[src/rtl/seletor_base_rpn.sv]
// Push-button base selector for the RPN display path: synchronise, debounce,
// then step DEC -> OCT -> HEX -> DEC once per accepted press.
module seletor_base_rpn #(
  parameter int unsigned DEBOUNCE_CYCLES = 500000,
  parameter int unsigned CNT_W           = 19
) (
  input  logic       Clock,
  input  logic       Reset_n,
  input  logic       Botao,
  input  logic       Habilita,
  output logic [1:0] Base,
  output logic [2:0] LedBase,
  output logic       Mudou
);

  typedef enum logic [1:0] {
    ST_DEC = 2'b00,
    ST_OCT = 2'b01,
    ST_HEX = 2'b10
  } base_state_t;

  localparam logic [CNT_W-1:0] CNT_LAST = CNT_W'(DEBOUNCE_CYCLES - 1);

  logic             r_sync1;
  logic             r_sync2;
  logic             r_accepted;
  logic             r_accepted_dly;
  logic [CNT_W-1:0] r_cnt;
  base_state_t      r_state;
  logic [2:0]       r_led;
  logic             r_mudou;

  base_state_t      w_state_nxt;
  logic [2:0]       w_led_nxt;
  logic             w_mudou_nxt;
  logic             w_press;
  logic             w_advance;

  // Button idles high, so the synchroniser and accepted level start "released";
  // a button held through reset is then seen as a fresh press.
  // NOTE: sequential state uses non-blocking assignments so every flop samples
  // the pre-edge values of its neighbours, exactly like the hardware.
  always_ff @(posedge Clock or negedge Reset_n) begin
    if (!Reset_n) begin
      r_sync1 <= 1'b1;
      r_sync2 <= 1'b1;
    end else begin
      r_sync1 <= Botao;
      r_sync2 <= r_sync1;
    end
  end

  // A new level is accepted only after DEBOUNCE_CYCLES consecutive disagreeing
  // samples; any return to the accepted level restarts the count.
  always_ff @(posedge Clock or negedge Reset_n) begin
    if (!Reset_n) begin
      r_accepted     <= 1'b1;
      r_accepted_dly <= 1'b1;
      r_cnt          <= '0;
    end else begin
      r_accepted_dly <= r_accepted;
      if (r_sync2 == r_accepted) begin
        r_cnt <= '0;
      end else if (r_cnt == CNT_LAST) begin
        r_accepted <= r_sync2;
        r_cnt      <= '0;
      end else begin
        r_cnt <= r_cnt + 1'b1;
      end
    end
  end

  assign w_press   = r_accepted_dly & ~r_accepted;
  assign w_advance = w_press & Habilita;

  // NOTE: every always_comb output gets a default first, so no path can leave a
  // signal unassigned and infer a latch.
  always_comb begin
    w_state_nxt = r_state;
    w_mudou_nxt = 1'b0;
    case (r_state)
      ST_DEC: if (w_advance) begin
        w_state_nxt = ST_OCT;
        w_mudou_nxt = 1'b1;
      end
      ST_OCT: if (w_advance) begin
        w_state_nxt = ST_HEX;
        w_mudou_nxt = 1'b1;
      end
      ST_HEX: if (w_advance) begin
        w_state_nxt = ST_DEC;
        w_mudou_nxt = 1'b1;
      end
      default: w_state_nxt = ST_DEC;
    endcase

    case (w_state_nxt)
      ST_OCT:  w_led_nxt = 3'b010;
      ST_HEX:  w_led_nxt = 3'b100;
      default: w_led_nxt = 3'b001;
    endcase
  end

  // LEDs are registered alongside the state so the outputs never glitch.
  always_ff @(posedge Clock or negedge Reset_n) begin
    if (!Reset_n) begin
      r_state <= ST_DEC;
      r_led   <= 3'b001;
      r_mudou <= 1'b0;
    end else begin
      r_state <= w_state_nxt;
      r_led   <= w_led_nxt;
      r_mudou <= w_mudou_nxt;
    end
  end

  assign Base    = r_state;
  assign LedBase = r_led;
  assign Mudou   = r_mudou;

endmodule

[config.mk]
export PLATFORM = sky130hd
export DESIGN_NAME = seletor_base_rpn
export DESIGN_NICKNAME = d
export VERILOG_FILES = /design/src/rtl/seletor_base_rpn.sv
export SDC_FILE = /design/constraint.sdc
export NUM_CORES = 1
export LEC_CHECK = 0
export ABC_AREA = 1
export CELL_PAD_IN_SITES_DETAIL_PLACEMENT = 2
export CELL_PAD_IN_SITES_GLOBAL_PLACEMENT = 2
export CORE_MARGIN = 1.5
export CORE_UTILIZATION = 31
export CTS_CLUSTER_SIZE = 12
export DETAILED_ROUTE_END_ITERATION = 10
export PLACE_DENSITY_LB_ADDON = 0.1
export SLEW_MARGIN = 10
export SYNTH_ARGS = -nofsm -noshare
export SYNTH_HDL_FRONTEND = slang
export SYNTH_SLANG_ARGS = --single-unit
[constraint.sdc]
create_clock -name Clock -period 1.37 [get_ports Clock]
set_input_delay 0.2055 -clock Clock [delete_from_list [all_inputs] [get_ports Clock]]
set_output_delay 0.2055 -clock Clock [all_outputs]
set_load 0.05 [all_outputs]
==> reports/results.txt <==
DRC -> 0
WS Path Type -> reg -> reg
Fmax -> 0.677 GHz
DP Area -> 0.00192 mm2
Top Family by Delay on Critical Path -> flip-flops
drt pass-1 iters -> 4
Clock power frac -> 49.6%
gpl congestion -> 0.783
Final Hold Viols -> 0
CP peak stage delay -> 0.55 ns
initial antenna violation count -> 0
Area Growth Syn to Fin -> 45.4%
clock latency on the worst-skew pair -> 0.29 ns
H-tree lvl count -> 2
register area -> 739 um2
Iteration-0 DRC Markers -> 27
relative slew slack -> 81.6%
CP endpoint kind -> register
Hold Path Class -> in -> async
design area -> 0.00227 mm2
# IOs -> 10
Post-synth EDFFs -> 0
Post-DP HPWL -> 3450 um
Routed WL -> 5410 um
largest net degree at the start of global routing -> 30
syn avg cell area -> 8.01 um2
FFs w/ async S/R, synth -> 100%
share of the yosys chip area belonging to registers -> 46.8%
Post-Syn Nets -> 202
clock buffer depth -> 2
area leader, netlist -> dfrtp_1
Seq pwr share -> 45.5%
Post-Syn Instances -> 195
worst path bufs/invs -> 1
clock sink total -> 29
CP startpoint kind -> register
final worst slack -> -0.107 ns
GRT Util Overall -> 19.5%
top cell type's share of synthesized area -> 38.4%
Psw -> 0.437 mW
CTS tree -> yes
Final Critical Period -> 1.48 ns
Die Wd -> 74 um
internal power -> 1.50 mW
Rows -> 25
Nets -> 240
Worst EP arrival -> 1.72 ns
required time of the worst setup path -> 1.61 ns
max-cap violations -> 0
final setup vio count -> 10
WL/cell -> 18.0 um
die area -> 0.00548 mm2
clk root buf -> clkbuf_8
Area contributors post-synth -> dfrtp_1 38%, nor2_1 11%, dfstp_2 8.4%
layout cells sized above 1 -> 41.0%
Slew Limit Fails -> 0
leakage -> 1.02 nW
clock-pin slew on the worst setup and hold paths -> 0.07 ns
CTS Buf Count -> 5
gr ovfl total -> 0
cell with the most instances after synthesis -> nor2_1
Post-synth top cells -> 44 x nor2_1, 33 x nand2_1, 27 x inv_1
pre-CTS setup slack -> -0.238 ns
Synth Register Bits -> 29
via count -> 1,409
clock skew -> 0.00693 ns
fin crit share -> 108%
critical-path cell list -> nand3b_1 -> o21ai_2 -> nor2_2 -> inv_1 -> ha_4
first-pass GRT wire length -> 7810 um
RSZ-0062 raised after global routing -> true
worst slew pin tran -> 0.276 ns
# port buffers -> 9
vias in the first global route -> 1,640
hold buffers post-CTS -> 0
synthesis warning total -> 0
Die H -> 74 um
# fillers -> 515
peak supply drop -> 416 uV
Core Box Area -> 0.00479 mm2
Most used DFF post-synth -> dfrtp_1
outcome -> finished, violations left
remaining antenna violation count -> 0
switching share of power -> 22.5%
Initial Utilization -> 32.7%
antenna diode count -> 0
failing checks -> negative setup slack
CP max FO -> 3
Mapped Area -> 0.00156 mm2
Multi-input gate area -> 870 um2
power per cell area -> 853 mW/mm2
CP max stage cell -> dfstp_2
Yosys cell types -> 24
power share of the combinational group -> 5.0%
vias per cell -> 4.68
end-of-flow core utilization -> 47.5%
-- final timing paths --
path                             from  slack (ns)  depth (start not counted)         end
hold / removal                Reset_n        0.26                          2    r_cnt[5]
setup reg to reg           r_accepted       -0.11                          5  LedBase[0]
setup / recovery           r_accepted       -0.11                          5  LedBase[0]
max in group asynchronous     Reset_n        0.86                          2     r_sync2
min in group Clock              Botao        0.32                          1     r_sync1
hold reg to reg               r_sync1        0.36                          0     r_sync2
-- placed cells by master (no fill, tap or decap), types with 6 or more instances in the layout --
cell and instances:
buf_12 7, dfrtp_2 6, nor2_2 9, dfrtp_1 18, nand2_1 28, nand2_2 8
nor2_4 8, nand3_1 9, buf_4 19, nor2_1 37, inv_1 24, clkbuf_8 6
inv_2 6
-- kinds of logic (layout without fill, tap and decap cells) --
logic type / Yosys count / after routing / share of synthesized area, %
AOI/OAI and AO/OA: 11 / 11 / 3.52
xor gates and xnor gates: 9 / 9 / 5.52
adders and majority gates: 3 / 3 / 2.40
buffers and inverters: 31 / 70 / 7.53
DFF: 29 / 29 / 46.8
and+or+nand+nor: 112 / 112 / 34.2
-- layer usage --
layer | part of all wire (%) | global-route usage [%] | vias to the layer above
li1 | - | - | 663
met2 | 54 | 35.6 | 15
met1 | 42 | 22.7 | 719
met5 | 0 | 0 | -
met3 | 1.8 | 4.47 | 12
met4 | 1.9 | 5.76 | 0
-- sequential cells by signal (all words and copies together) (netlist names) --
register,flops
r_cnt,19
LedBase,3
Base,2
Mudou,1
r_accepted,1
r_accepted_dly,1
r_sync1,1
r_sync2,1
-- per-stage QoR --
step                      power [mW]  instances  TNS, ns  hold WS [ns]
after floorplan                0.916        195        0       -0.0901
after global placement         0.973        285   -0.356         0.351
after detailed placement       0.978        285    -1.34         0.348
after CTS                       1.94        298   -0.108         0.280
after global routing            2.00        301    -1.87         0.275
final                           1.94        301   -0.346         0.259
-- power groups by stage --
| stage | logic, mW | clock network, mW | registers (mW) |
|---|---|---|---|
| 2_1_floorplan | 0.0258 | 0 | 0.890 |
| 3_3_place_gp | 0.0821 | 0 | 0.891 |
| 3_5_place_dp | 0.0860 | 0 | 0.892 |
| 4_1_cts | 0.0945 | 0.969 | 0.880 |
| 5_1_grt | 0.109 | 1.01 | 0.883 |
| 6_report | 0.0961 | 0.962 | 0.881 |
-- what timing repair did --
| action | 4_1_cts | 5_1_grt |
|---|---|---|
| endpoints found under the setup margin | 15 | 22 |
| hold endpoints to repair | 0 | 0 |
| pin swaps | 10 | 16 |
| buffers inserted | 5 | 3 |
| gates resized for setup | 19 | 27 |
-- cell type report --
cell class / count / area share (%)
Sequential cell: 29 / 32.5
Clock buffer: 6 / 3.63
Clock inverter: 2 / 1.65
Tap cell: 67 / 3.69
Timing Repair Buffer: 32 / 15.3
Multi-Input combinational cell: 135 / 38.3
Inverter: 30 / 4.96
Power figures use the tool's default switching activity.
